--- config.mk ---
export PLATFORM = sky130hd
export DESIGN_NAME = pipe_ctrl
export DESIGN_NICKNAME = d
export VERILOG_FILES = /design/src/rtl/pipe_ctrl.sv
export SDC_FILE = /design/constraint.sdc
export NUM_CORES = 1
export LEC_CHECK = 0
export ABC_AREA = 1
export CAP_MARGIN = 25
export CORE_MARGIN = 2
export CORE_UTILIZATION = 26
export DETAILED_ROUTE_END_ITERATION = 8
export HOLD_SLACK_MARGIN = 0.06
export PLACE_DENSITY = 0.51
export SETUP_SLACK_MARGIN = 0.4
export SYNTH_ARGS = -nofsm -noshare
export SYNTH_HDL_FRONTEND = slang
export SYNTH_SLANG_ARGS = --single-unit
--- constraint.sdc ---
create_clock -name clk -period 3.85 [get_ports clk]
set_input_delay 0.5775 -clock clk [delete_from_list [all_inputs] [get_ports clk]]
set_output_delay 0.5775 -clock clk [all_outputs]
set_load 0.01 [all_outputs]
--- src/rtl/pipe_ctrl.sv ---
// Purpose: pipeline sequencer - merges stage stall requests, sequences exception/ERET flushes, watches for runaway stalls.
// Latency: stall is combinational from the requests; flush/new_pc appear the cycle after exc_valid is sampled.
// Backpressure: stall[5:0] holds PC and the inter-stage registers; optional stall-cycle counter under PIPE_CTRL_STATS_EN.
module pipe_ctrl #(
    parameter logic [31:0] EXC_VECTOR = 32'h0000_0040,
    parameter int unsigned REFILL_CYC = 2,
    parameter logic [15:0] STALL_MAX  = 16'd1023
) (
    input  logic        clk,
    input  logic        rst,
    input  logic        stallreq_if,
    input  logic        stallreq_id,
    input  logic        stallreq_ex,
    input  logic        stallreq_mem,
    input  logic        exc_valid,
    input  logic        exc_eret,
    input  logic [31:0] cp0_epc,
    output logic [5:0]  stall,
    output logic        flush,
    output logic [31:0] new_pc,
    output logic        stall_timeout,
    output logic [31:0] stall_cycles
);

    typedef enum logic [1:0] {
        ST_IDLE   = 2'd0,
        ST_FLUSH  = 2'd1,
        ST_REFILL = 2'd2
    } state_t;

    localparam logic [3:0] REFILL_LD = 4'(REFILL_CYC);

    state_t      state_q, state_d;
    logic [31:0] target_q, target_d;
    logic [3:0]  refill_q, refill_d;
    logic        flush_q, flush_d;
    logic [31:0] new_pc_q, new_pc_d;
    logic [15:0] run_q, run_d;
    logic        timeout_q, timeout_d;
    logic [5:0]  stall_req_vec;

    // Priority-merge the stage requests; the vector is suppressed in reset and during the flush cycle.
    always_comb begin
        stall_req_vec = 6'b000000;
        if (stallreq_mem) begin
            stall_req_vec = 6'b011111;
        end else if (stallreq_ex) begin
            stall_req_vec = 6'b001111;
        end else if (stallreq_id) begin
            stall_req_vec = 6'b000111;
        end else if (stallreq_if) begin
            stall_req_vec = 6'b000011;
        end
        stall = (rst || (state_q == ST_FLUSH)) ? 6'b000000 : stall_req_vec;
    end

    // Flush FSM next state: accept exceptions only in IDLE, then one flush cycle and a refill blackout.
    always_comb begin
        state_d  = state_q;
        target_d = target_q;
        refill_d = refill_q;
        case (state_q)
            ST_IDLE: begin
                if (exc_valid) begin
                    target_d = exc_eret ? cp0_epc : EXC_VECTOR;
                    state_d  = ST_FLUSH;
                end
            end
            ST_FLUSH: begin
                state_d  = ST_REFILL;
                refill_d = REFILL_LD;
            end
            ST_REFILL: begin
                // Blackout lasts REFILL_CYC cycles; leave when the last one is consumed.
                if (refill_q <= 4'd1) begin
                    state_d  = ST_IDLE;
                    refill_d = 4'd0;
                end else begin
                    refill_d = refill_q - 4'd1;
                end
            end
            default: begin
                state_d  = ST_IDLE;
                refill_d = 4'd0;
            end
        endcase
        flush_d  = (state_d == ST_FLUSH);
        new_pc_d = flush_d ? target_d : 32'h0;
    end

    // FSM state and its registered outputs.
    always_ff @(posedge clk) begin
        if (rst) begin
            state_q  <= ST_IDLE;
            target_q <= 32'h0;
            refill_q <= 4'd0;
            flush_q  <= 1'b0;
            new_pc_q <= 32'h0;
        end else begin
            state_q  <= state_d;
            target_q <= target_d;
            refill_q <= refill_d;
            flush_q  <= flush_d;
            new_pc_q <= new_pc_d;
        end
    end

    assign flush  = flush_q;
    assign new_pc = new_pc_q;

    // Consecutive PC-stall run length, saturating at STALL_MAX; reaching it latches the sticky timeout.
    always_comb begin
        run_d = 16'd0;
        if (stall[0] && (state_q != ST_FLUSH)) begin
            run_d = (run_q >= STALL_MAX) ? STALL_MAX : run_q + 16'd1;
        end
        timeout_d = timeout_q | (run_d == STALL_MAX);
    end

    // Run counter and sticky timeout flag.
    always_ff @(posedge clk) begin
        if (rst) begin
            run_q     <= 16'd0;
            timeout_q <= 1'b0;
        end else begin
            run_q     <= run_d;
            timeout_q <= timeout_d;
        end
    end

    assign stall_timeout = timeout_q;

`ifdef PIPE_CTRL_STATS_EN
    logic [31:0] stall_cycles_q, stall_cycles_d;

    // Free-running count of PC-stall cycles, wrapping at 2^32.
    always_comb begin
        stall_cycles_d = stall_cycles_q + {31'b0, stall[0]};
    end

    // Stall-cycle counter register.
    always_ff @(posedge clk) begin
        if (rst) begin
            stall_cycles_q <= 32'h0;
        end else begin
            stall_cycles_q <= stall_cycles_d;
        end
    end

    assign stall_cycles = stall_cycles_q;
`else
    assign stall_cycles = 32'h0;
`endif

endmodule

==> impl_metrics.env <==
export IMPL_status="finished clean"
export IMPL_ff_latch_area_um2=1760
export IMPL_wl_met1_um=3500
export IMPL_totalWireLength_um=7500
export IMPL_grt_ovfl_total=0
export IMPL_p_comb_share_pct=14.4
export IMPL_area_delta_synth_final_pct=30.5
export IMPL_clock_latency_ns=0.33
export IMPL_cts_tree="built"
export IMPL_worst_setup_path_start_kind="input port"
export IMPL_p_seq_share_pct=45.8
export IMPL_r2r_start="state_q[0]"
export IMPL_worstHoldStart="stall_timeout"
export IMPL_nFillCells=1428
export IMPL_layout_commonest_cell="dfxtp_1"
export IMPL_start_util_pct=26.9
export IMPL_clock_path_buffers=2
export IMPL_clock_fmax_mhz=365
export IMPL_p_int_mw=1.59
export IMPL_top_layer_used="met4"
export IMPL_fin_nets=572
export IMPL_clock_sinks=88
export IMPL_post_cts_buffers=0
export IMPL_leakage_nw=1.94
export IMPL_slew_viol_final=0
export IMPL_io_buffer_count=78
export IMPL_dp_hpwl_um=5150
export IMPL_num_antenna_cells=0
export IMPL_multi_input_area_um2=1490
export IMPL_crit_type="in2out"
export IMPL_grt_max_degree=64
export IMPL_yosysSeqAreaShare_pct=49.1
export IMPL_power_density_nw_per_um2=461
export IMPL_pin_count=112
export IMPL_hold_slack_ns=0.450
export IMPL_yosysWarnings=0
export IMPL_grt_pass1_vias=2744
export IMPL_hold_viol=0
export IMPL_cts_resized=0
export IMPL_netlist_instances=447
export IMPL_yosysUniqueCellTypes=31
export IMPL_post_route_util_pct=35.1
export IMPL_skew_ns=0.00929
export IMPL_dp_cells=690
export IMPL_whs_endpoint="stall_timeout"
export IMPL_wl_per_cell_um=10.6
export IMPL_dieWidth_um=122
export IMPL_relSlewSlack_pct=38.9
export IMPL_wl_met3_um=468
export IMPL_required_ns=3.27
export IMPL_die_y_um=122
export IMPL_cp_max_fo=36
export IMPL_r2r_cells=9
export IMPL_num_vias=2837
export IMPL_htreeDepth=3
export IMPL_vdd_drop_max_mv=0.210
export IMPL_r2r_end="new_pc[0]"
export IMPL_route_detailed_drc=0
export IMPL_period_needed_ns=2.74
export IMPL_final_cell_mix="dfxtp_1, nor2_1, clkdlybuf4s50_1"
export IMPL_vias_per_cell=4.02
export IMPL_rrSetupSlack_ns=1.66
export IMPL_hold_depth=2
export IMPL_max_cap_violations=0
export IMPL_first_pass_iters=4
export IMPL_cts_clk_slew_worst_paths_ns=0.06
export IMPL_synth_avg_cell_area_um2=8.03
export IMPL_antenna_left=0
export IMPL_routed_wl_met2_um=3520
export IMPL_setup_tns_ns=0
export IMPL_netlist_area_um2=3590
export IMPL_endpoint_kind="output pin"
export IMPL_worst_pin_slew_ns=0.915
export IMPL_cp_arrival_ns=2.16
export IMPL_postCtsHoldBufs=0
export IMPL_core_um2=13300
export IMPL_drive_above_1_share_pct=12.3
export IMPL_switchingPower_mw=0.568
export IMPL_total_power_mw=2.16
export IMPL_row_count=42
export IMPL_drtIter0Drc=157
export IMPL_grt_total_usage_pct=10.6
export IMPL_grt_pass1_wl_um=12500
export IMPL_fin_crit_sh_pct=71.2
export IMPL_cts_buffers=9
export IMPL_place_congestion=0.792
export IMPL_rsz0062_at_grt="false"
export IMPL_hp_class="reg2reg"
export IMPL_dieArea_um2=14800
export IMPL_ys_seq_elements=88
export IMPL_pwr_share_clk_pct=39.8
export IMPL_root_buffer="clkbuf_16"
export IMPL_instances_no_fill=706
export IMPL_setup_viol=0
export IMPL_antenna_found_initial=0
export IMPL_swShare_pct=26.3
## per-layer routing
metal  GRT usage, %  vias to the layer above
met5              0                        -
met4           1.94                        0
met3           4.23                        2
met2           17.9                       80
met1           12.9                     1280
li1               -                     1475
## cell usage after synthesis, drive strengths merged
cell / count / area (um^2)
nand3b: 2 / 15.0
nor4: 1 / 6.26
nand4: 2 / 12.5
buf: 39 / 312
o21ai: 5 / 28.8
conb: 1 / 3.75
xnor2: 1 / 8.76
or2: 1 / 6.26
inv: 34 / 128
ha: 7 / 87.6
nand3: 20 / 110
clkbuf: 12 / 45.0
dfxtp: 88 / 1760
o21bai: 2 / 15.0
a31oi: 1 / 6.26
a21oi: 41 / 220
nor2: 114 / 523
nand2: 73 / 279
a211oi: 1 / 7.51
nor3: 1 / 5.00
o21a: 1 / 8.76
## flip-flops by register name, summed over array words and instances, names as in the netlist
register       flops
stall_timeout      1
refill_q           4
new_pc            32
target_q          32
state_q            2
flush              1
run_q             16
## final cells by class
class	instances	share of cell area, %
clock inverter	6	1.44
timing repair buffer	80	16.9
tap	176	4.70
multi-input combinational	312	31.8
clock buffer	10	4.89
inverter	34	2.72
sequential	88	37.6
## metrics by stage
stage | area (um^2) | setup WS, ns
3_5_place_dp | 4390 | 1.06
5_1_grt | 4690 | 0.968
4_1_cts | 4690 | 1.06
2_1_floorplan | 3730 | 2.00
6_report | 4690 | 1.11
3_3_place_gp | 4390 | 1.09
## cells by family after synthesis
| logic type | after synthesis | synth area share [%] |
|---|---|---|
| buffers and inverters | 85 | 13.5 |
| AND/OR/NAND/NOR | 214 | 26.7 |
| XOR/XNOR | 1 | 0.244 |
| other | 1 | 0.104 |
| AO/OA/AOI/OAI | 51 | 7.98 |
| flip-flops | 88 | 49.1 |
| adder cells (fa/ha/maj) | 7 | 2.44 |
## worst max-delay path, stage by stage
cell and delay [ns]:
buf_2 0.32, inv_2 0.20, nand2_2 0.12, a21oi_4 0.33
clkdlybuf4s50_1 0.61
## how the worst max path moves through the flow
stage	startpoint	to	slack [ns]	cells after the start
4_1_cts	rst	stall[0]	1.06	5
5_1_grt	rst	stall[1]	0.97	5
6_report	rst	stall[0]	1.11	5
2_1_floorplan	rst	stall[1]	2.00	6
3_3_place_gp	rst	stall[0]	1.09	5
3_5_place_dp	rst	stall[0]	1.06	5
## power by group through the flow
stage	combinational, mW	clock [mW]	sequential [mW]
floorplan	0.232	0	1.01
global placement	0.311	0	1.01
detailed placement	0.316	0	1.01
CTS	0.316	0.899	0.988
global route	0.353	0.940	0.993
finish	0.311	0.859	0.988
(Power assumes the default switching activity.)
